<file path="src/rtl/fifo_pkt_reader.sv">
// Read-side consumer for the synchronous FIFO: credit-limited reads feed a 3-entry
// skid buffer, and the stream is framed into PKT_LEN-word packets plus an XOR checksum beat.
module fifo_pkt_reader #(
  parameter int DATA_W  = 8,
  parameter int PKT_LEN = 4
) (
  input  logic              clk,
  input  logic              rst,
  input  logic              fifo_empty,
  input  logic [DATA_W-1:0] fifo_rdata,
  output logic              fifo_r_en,
  output logic              m_valid,
  input  logic              m_ready,
  output logic [DATA_W-1:0] m_data,
  output logic              m_last,
  output logic [15:0]       pkt_count
);
  localparam int         DEPTH     = 3;
  localparam logic [7:0] LAST_BEAT = 8'(PKT_LEN - 1);

  typedef enum logic {S_DATA, S_CSUM} state_e;

  state_e                       state_q, state_d;
  logic [DEPTH-1:0][DATA_W-1:0] buf_q;
  logic [1:0]                   head_q, head_d;
  logic [1:0]                   occ_q, occ_d;
  logic                         inflight_q;
  logic [7:0]                   beat_q, beat_d;
  logic [DATA_W-1:0]            csum_q, csum_d;
  logic [15:0]                  pkt_q, pkt_d;
  logic                         push, pop;
  logic [2:0]                   credit_used, tail_sum;
  logic [1:0]                   tail;

  // Occupancy plus the word still in flight bounds outstanding reads to the buffer depth,
  // so a capture always finds a free slot and m_ready never reaches fifo_r_en.
  assign credit_used = {1'b0, occ_q} + {2'b0, inflight_q};
  assign fifo_r_en   = !rst && !fifo_empty && (credit_used < 3'(DEPTH));
  assign push        = inflight_q;

  assign tail_sum = {1'b0, head_q} + {1'b0, occ_q};
  assign tail     = (tail_sum >= 3'(DEPTH)) ? 2'(tail_sum - 3'(DEPTH)) : tail_sum[1:0];

  always_ff @(posedge clk) begin
    if (rst)       buf_q       <= '0;
    else if (push) buf_q[tail] <= fifo_rdata;
  end

  always_comb begin
    state_d = state_q;
    head_d  = head_q;
    beat_d  = beat_q;
    csum_d  = csum_q;
    pkt_d   = pkt_q;
    m_valid = 1'b0;
    m_data  = '0;
    m_last  = 1'b0;
    pop     = 1'b0;
    case (state_q)
      S_DATA: begin
        m_valid = (occ_q != 2'd0);
        if (m_valid) m_data = buf_q[head_q];
        if (m_valid && m_ready) begin
          pop    = 1'b1;
          csum_d = csum_q ^ buf_q[head_q];
          beat_d = beat_q + 8'd1;
          if (beat_q == LAST_BEAT) state_d = S_CSUM;
        end
      end
      S_CSUM: begin
        // Buffer keeps filling here; only the pop is suppressed.
        m_valid = 1'b1;
        m_data  = csum_q;
        m_last  = 1'b1;
        if (m_ready) begin
          csum_d  = '0;
          beat_d  = '0;
          pkt_d   = pkt_q + 16'd1;
          state_d = S_DATA;
        end
      end
      default: state_d = S_DATA;
    endcase
    if (pop) head_d = (head_q == 2'(DEPTH - 1)) ? 2'd0 : head_q + 2'd1;
    occ_d = occ_q + {1'b0, push} - {1'b0, pop};
  end

  always_ff @(posedge clk) begin
    if (rst) begin
      state_q    <= S_DATA;
      head_q     <= '0;
      occ_q      <= '0;
      inflight_q <= 1'b0;
      beat_q     <= '0;
      csum_q     <= '0;
      pkt_q      <= '0;
    end else begin
      state_q    <= state_d;
      head_q     <= head_d;
      occ_q      <= occ_d;
      inflight_q <= fifo_r_en;
      beat_q     <= beat_d;
      csum_q     <= csum_d;
      pkt_q      <= pkt_d;
    end
  end

  assign pkt_count = pkt_q;

endmodule

</file>
<file path="config.mk">
export PLATFORM = sky130hd
export DESIGN_NAME = fifo_pkt_reader
export DESIGN_NICKNAME = d
export VERILOG_FILES = /design/src/rtl/fifo_pkt_reader.sv
export SDC_FILE = /design/constraint.sdc
export NUM_CORES = 1
export LEC_CHECK = 0
export ABC_AREA = 1
export CAP_MARGIN = 20
export CORE_MARGIN = 2
export CORE_UTILIZATION = 40
export CTS_CLUSTER_SIZE = 24
export DETAILED_ROUTE_END_ITERATION = 6
export SLEW_MARGIN = 20
export SYNTH_ARGS = -nofsm -noshare
export SYNTH_HDL_FRONTEND = slang
export SYNTH_SLANG_ARGS = --single-unit
</file>
<file path="constraint.sdc">
create_clock -name clk -period 2.76 [get_ports clk]
set_input_delay 0.552 -clock clk [delete_from_list [all_inputs] [get_ports clk]]
set_output_delay 0.552 -clock clk [all_outputs]
set_load 0.005 [all_outputs]
</file>
==> flow_summary.json, run 1 <==
{
  "status": "complete, no violations",
  "hp-class": "register to register",
  "antenna_found_initial": 0,
  "synth-seq-cells": 62,
  "r2r_start": "occ_q[0]$_SDFF_PP0_",
  "worst-path-max-fanout": 10,
  "grt.total_usage_pct": 19.6,
  "max_slew_margin_pct": 72.6,
  "cts.sinks": 62,
  "placed_area_um2": 3930,
  "hold_path.startpoint": "csum_q[5]$_SDFFE_PP0P_",
  "grt_pass1_vias": 3124,
  "grt_start_max_net_pins": 38,
  "setup_viol": 0,
  "die_x_um": 96.5,
  "crit_start": "head_q[1]$_SDFFE_PP0P_",
  "io_buffers": 38,
  "timing.setup.tns_ns": 0,
  "core-area_um2": 8260,
  "die_h_um": 96.5,
  "synth_ff_type": "dfxtp_1",
  "maxSlewViolCount": 0,
  "antennaDiodeCount": 0,
  "dp.cells": 653,
  "critical-path-max-stage-delay_ns": 0.57,
  "arrival_ns": 2.05,
  "grt_overflow": 0,
  "cts_tree": "done",
  "end_kind": "output pin",
  "synthesis.area_um2": 3420,
  "layout-drive-gt1-share_pct": 10.5,
  "async_flop_share_pct": 0,
  "power.density_nw_per_um2": 859,
  "p_leak_nw": 1.78,
  "drc": 0,
  "clockBufferDepth": 2,
  "yosysWarnings": 0,
  "routed_via_density": 4.91,
  "crit_chain": "buf_4 > nor2_4 > nand2_1 > nand3_1 > nand2_1 > o21ai_0 > clkdlybuf4s50_1",
  "num_vias": 3283,
  "postCtsHoldBufs": 0,
  "rows": 33,
  "syn-num-nets": 534,
  "ios": 39,
  "wl_per_cell_um": 12.0,
  "synth_top_area_cell": "dfxtp_1",
  "irDropWorstVdd_v": 0.000512,
  "period_needed_ns": 2.61,
  "worst_pin_slew_ns": 0.411,
  "path_clk_slew_ns": 0.07,
  "drtPass1Iterations": 7,
  "drt_iter0_drc": 120,
  "syn-mean-instance-area_um2": 6.67,
  "rsz0062_at_grt": "no",
  "cp.required_ns": 2.21,
  "period_share_pct": 94.4,
  "h-tree-depth": 3,
  "path_delay_family": "buffers and inverters",
  "max_freq_ghz": 0.384,
  "hold_viol": 0,
  "cp-start-kind": "register",
  "syn2layout_area_growth_pct": 21.9,
  "finalNonFillerCells": 669,
  "cpMostUsedCell": "nand2_1",
  "nNetsFinal": 580,
  "critPathBufInv": 2,
  "critical_path_class": "register to output pin",
  "routed_wl_um": 8040,
  "worstSkewPairLatency_ns": 0.34,
  "postRouteAntennaNets": 0,
  "die-area_um2": 9300,
  "finClkSkew_ns": 0.00427,
  "synth_edf_count": 0,
  "ys_top_cells_by_area": "dfxtp_1 36%, nand2_1 13%, inv_1 8.8%, nand3_1 8.3%, nor2_1 6.9%",
  "final_cell_area_um2": 4170,
  "synth_cell_types": 40,
  "fill_cells": 846,
  "initial_core_util_pct": 41.4,
  "place_hpwl_um": 6000,
  "critPathSlowestCell": "clkdlybuf4s50_1",
  "cts_buffers": 9,
  "postCtsSetupRepairBufs": 0,
  "drv_cap": 0,
  "synthCells": 513,
  "cts-root-buf": "clkbuf_8",
  "grt_pass1_wl_um": 14000,
  "synth_top_area_share_pct": 36.3,
  "yosysSeqAreaShare_pct": 36.3,
  "routabilityCongestion": 0.845
}
## stage by stage
| stage | worst slack [ns] | total power [mW] | utilization [%] | hold WS, ns |
|---|---|---|---|---|
| 3_5_place_dp | 0.229 | 2.67 | 47.5 | 0.471 |
| 6_report | 0.154 | 3.58 | 50.5 | 0.485 |
| 5_1_grt | 0.00938 | 3.90 | 50.5 | 0.498 |
| 4_1_cts | 0.0218 | 3.58 | 50.2 | 0.483 |
| 2_1_floorplan | 0.543 | 2.32 | - | 0.447 |
| 3_3_place_gp | 0.313 | 2.65 | 47.5 | 0.465 |
## metal layers
layer	GRT usage [%]	part of all wire, %
met3	3.96	4.8
met1	25.8	48
met5	0	0
met4	9.39	2.2
met2	30.8	45
## flip-flops by register name, summed over array words and instances (netlist names)
name and count:
inflight_q 1, beat_q 8, occ_q 2, head_q 2, pkt_count 16, buf_q 24
csum_q 8, state_q 1
## logic make-up after synthesis
logic type | share of synthesized area, %
fa+ha+maj | 3.51
buf+inv | 12.3
xor+xnor | 0.512
compound gates | 8.64
simple gates | 38.8
flops | 36.3
## worst register-to-register path, cell delays in order (launching register included)
cell and delay [ns]:
dfxtp_1 0.38, ha_1 0.17, inv_1 0.05, fa_1 0.52
inv_1 0.07, ha_1 0.22, nor2_4 0.13, nand2_2 0.08
nand2_1 0.10, clkinv_1 0.23, nand3_2 0.23, nand2_1 0.07
inv_1 0.06, nor2_1 0.04
## final cells by class
class / instances / area, µm² / share of cell area (%)
Clock inverter: 4 / 70.1 / 1.68
Multi-Input combinational cell: 349 / 1780 / 42.6
Clock buffer: 12 / 145 / 3.48
Inverter: 88 / 335 / 8.05
Timing Repair Buffer: 49 / 469 / 11.3
Sequential cell: 62 / 1240 / 29.8
Tap cell: 105 / 131 / 3.15
## cells in the mapped netlist (3+ instances only)
| cell | n |
|---|---|
| o21ai_0 | 18 |
| nand4_1 | 18 |
| clkinv_1 | 3 |
| buf_4 | 3 |
| nand3_1 | 57 |
| nand2_1 | 119 |
| inv_1 | 80 |
| buf_6 | 3 |
| nor2_1 | 63 |
| nor2_4 | 6 |
| inv_2 | 4 |
| dfxtp_1 | 62 |
| nand2_2 | 7 |
| clkbuf_1 | 6 |
| a21oi_1 | 27 |
| ha_1 | 8 |
## report_power, final
group	switching (mW)	leakage, nW	internal, mW	total [mW]
Sequential	0.108	0.502	1.06	1.17
Clock	0.362	0.110	0.531	0.893
Combinational	0.982	1.17	0.538	1.52
## final timing paths
| kind | end | slack [ns] | depth (start not counted) |
|---|---|---|---|
| max | m_data[7] | 0.15 | 7 |
| min | csum_q[5]$_SDFFE_PP0P_ | 0.48 | 2 |
| max reg2reg | buf_q[18]$_SDFFE_PP0P_ | 0.32 | 13 |
| min reg2reg | csum_q[5]$_SDFFE_PP0P_ | 0.48 | 2 |
## layout by cell type (no fill, tap or decap), drive strengths merged, types with 8 or more instances in the layout
cell           count
nor2              71
a21oi             28
clkbuf            12
buf               11
clkdlybuf4s50     37
nand3             60
inv               84
dfxtp             62
nand2            128
o21ai             20
ha                 8
nand4             19
## what timing repair did
item,CTS,global route
gates resized for setup,1,7
endpoints found under the setup margin,1,22
pin swaps,0,0
(Power assumes the default switching activity.)
==> run 2, diff against run 1 <==
- CTS_CLUSTER_SIZE: 24 -> unset
==> results of run 2 <==
Same layout as run 1: the final DEF is identical, and so are final timing and power.
==> run 3, diff against run 2 <==
- SLEW_MARGIN: 20 -> 25
==> results of run 3 <==
Same layout as run 1: the final DEF is identical, and so are final timing and power.
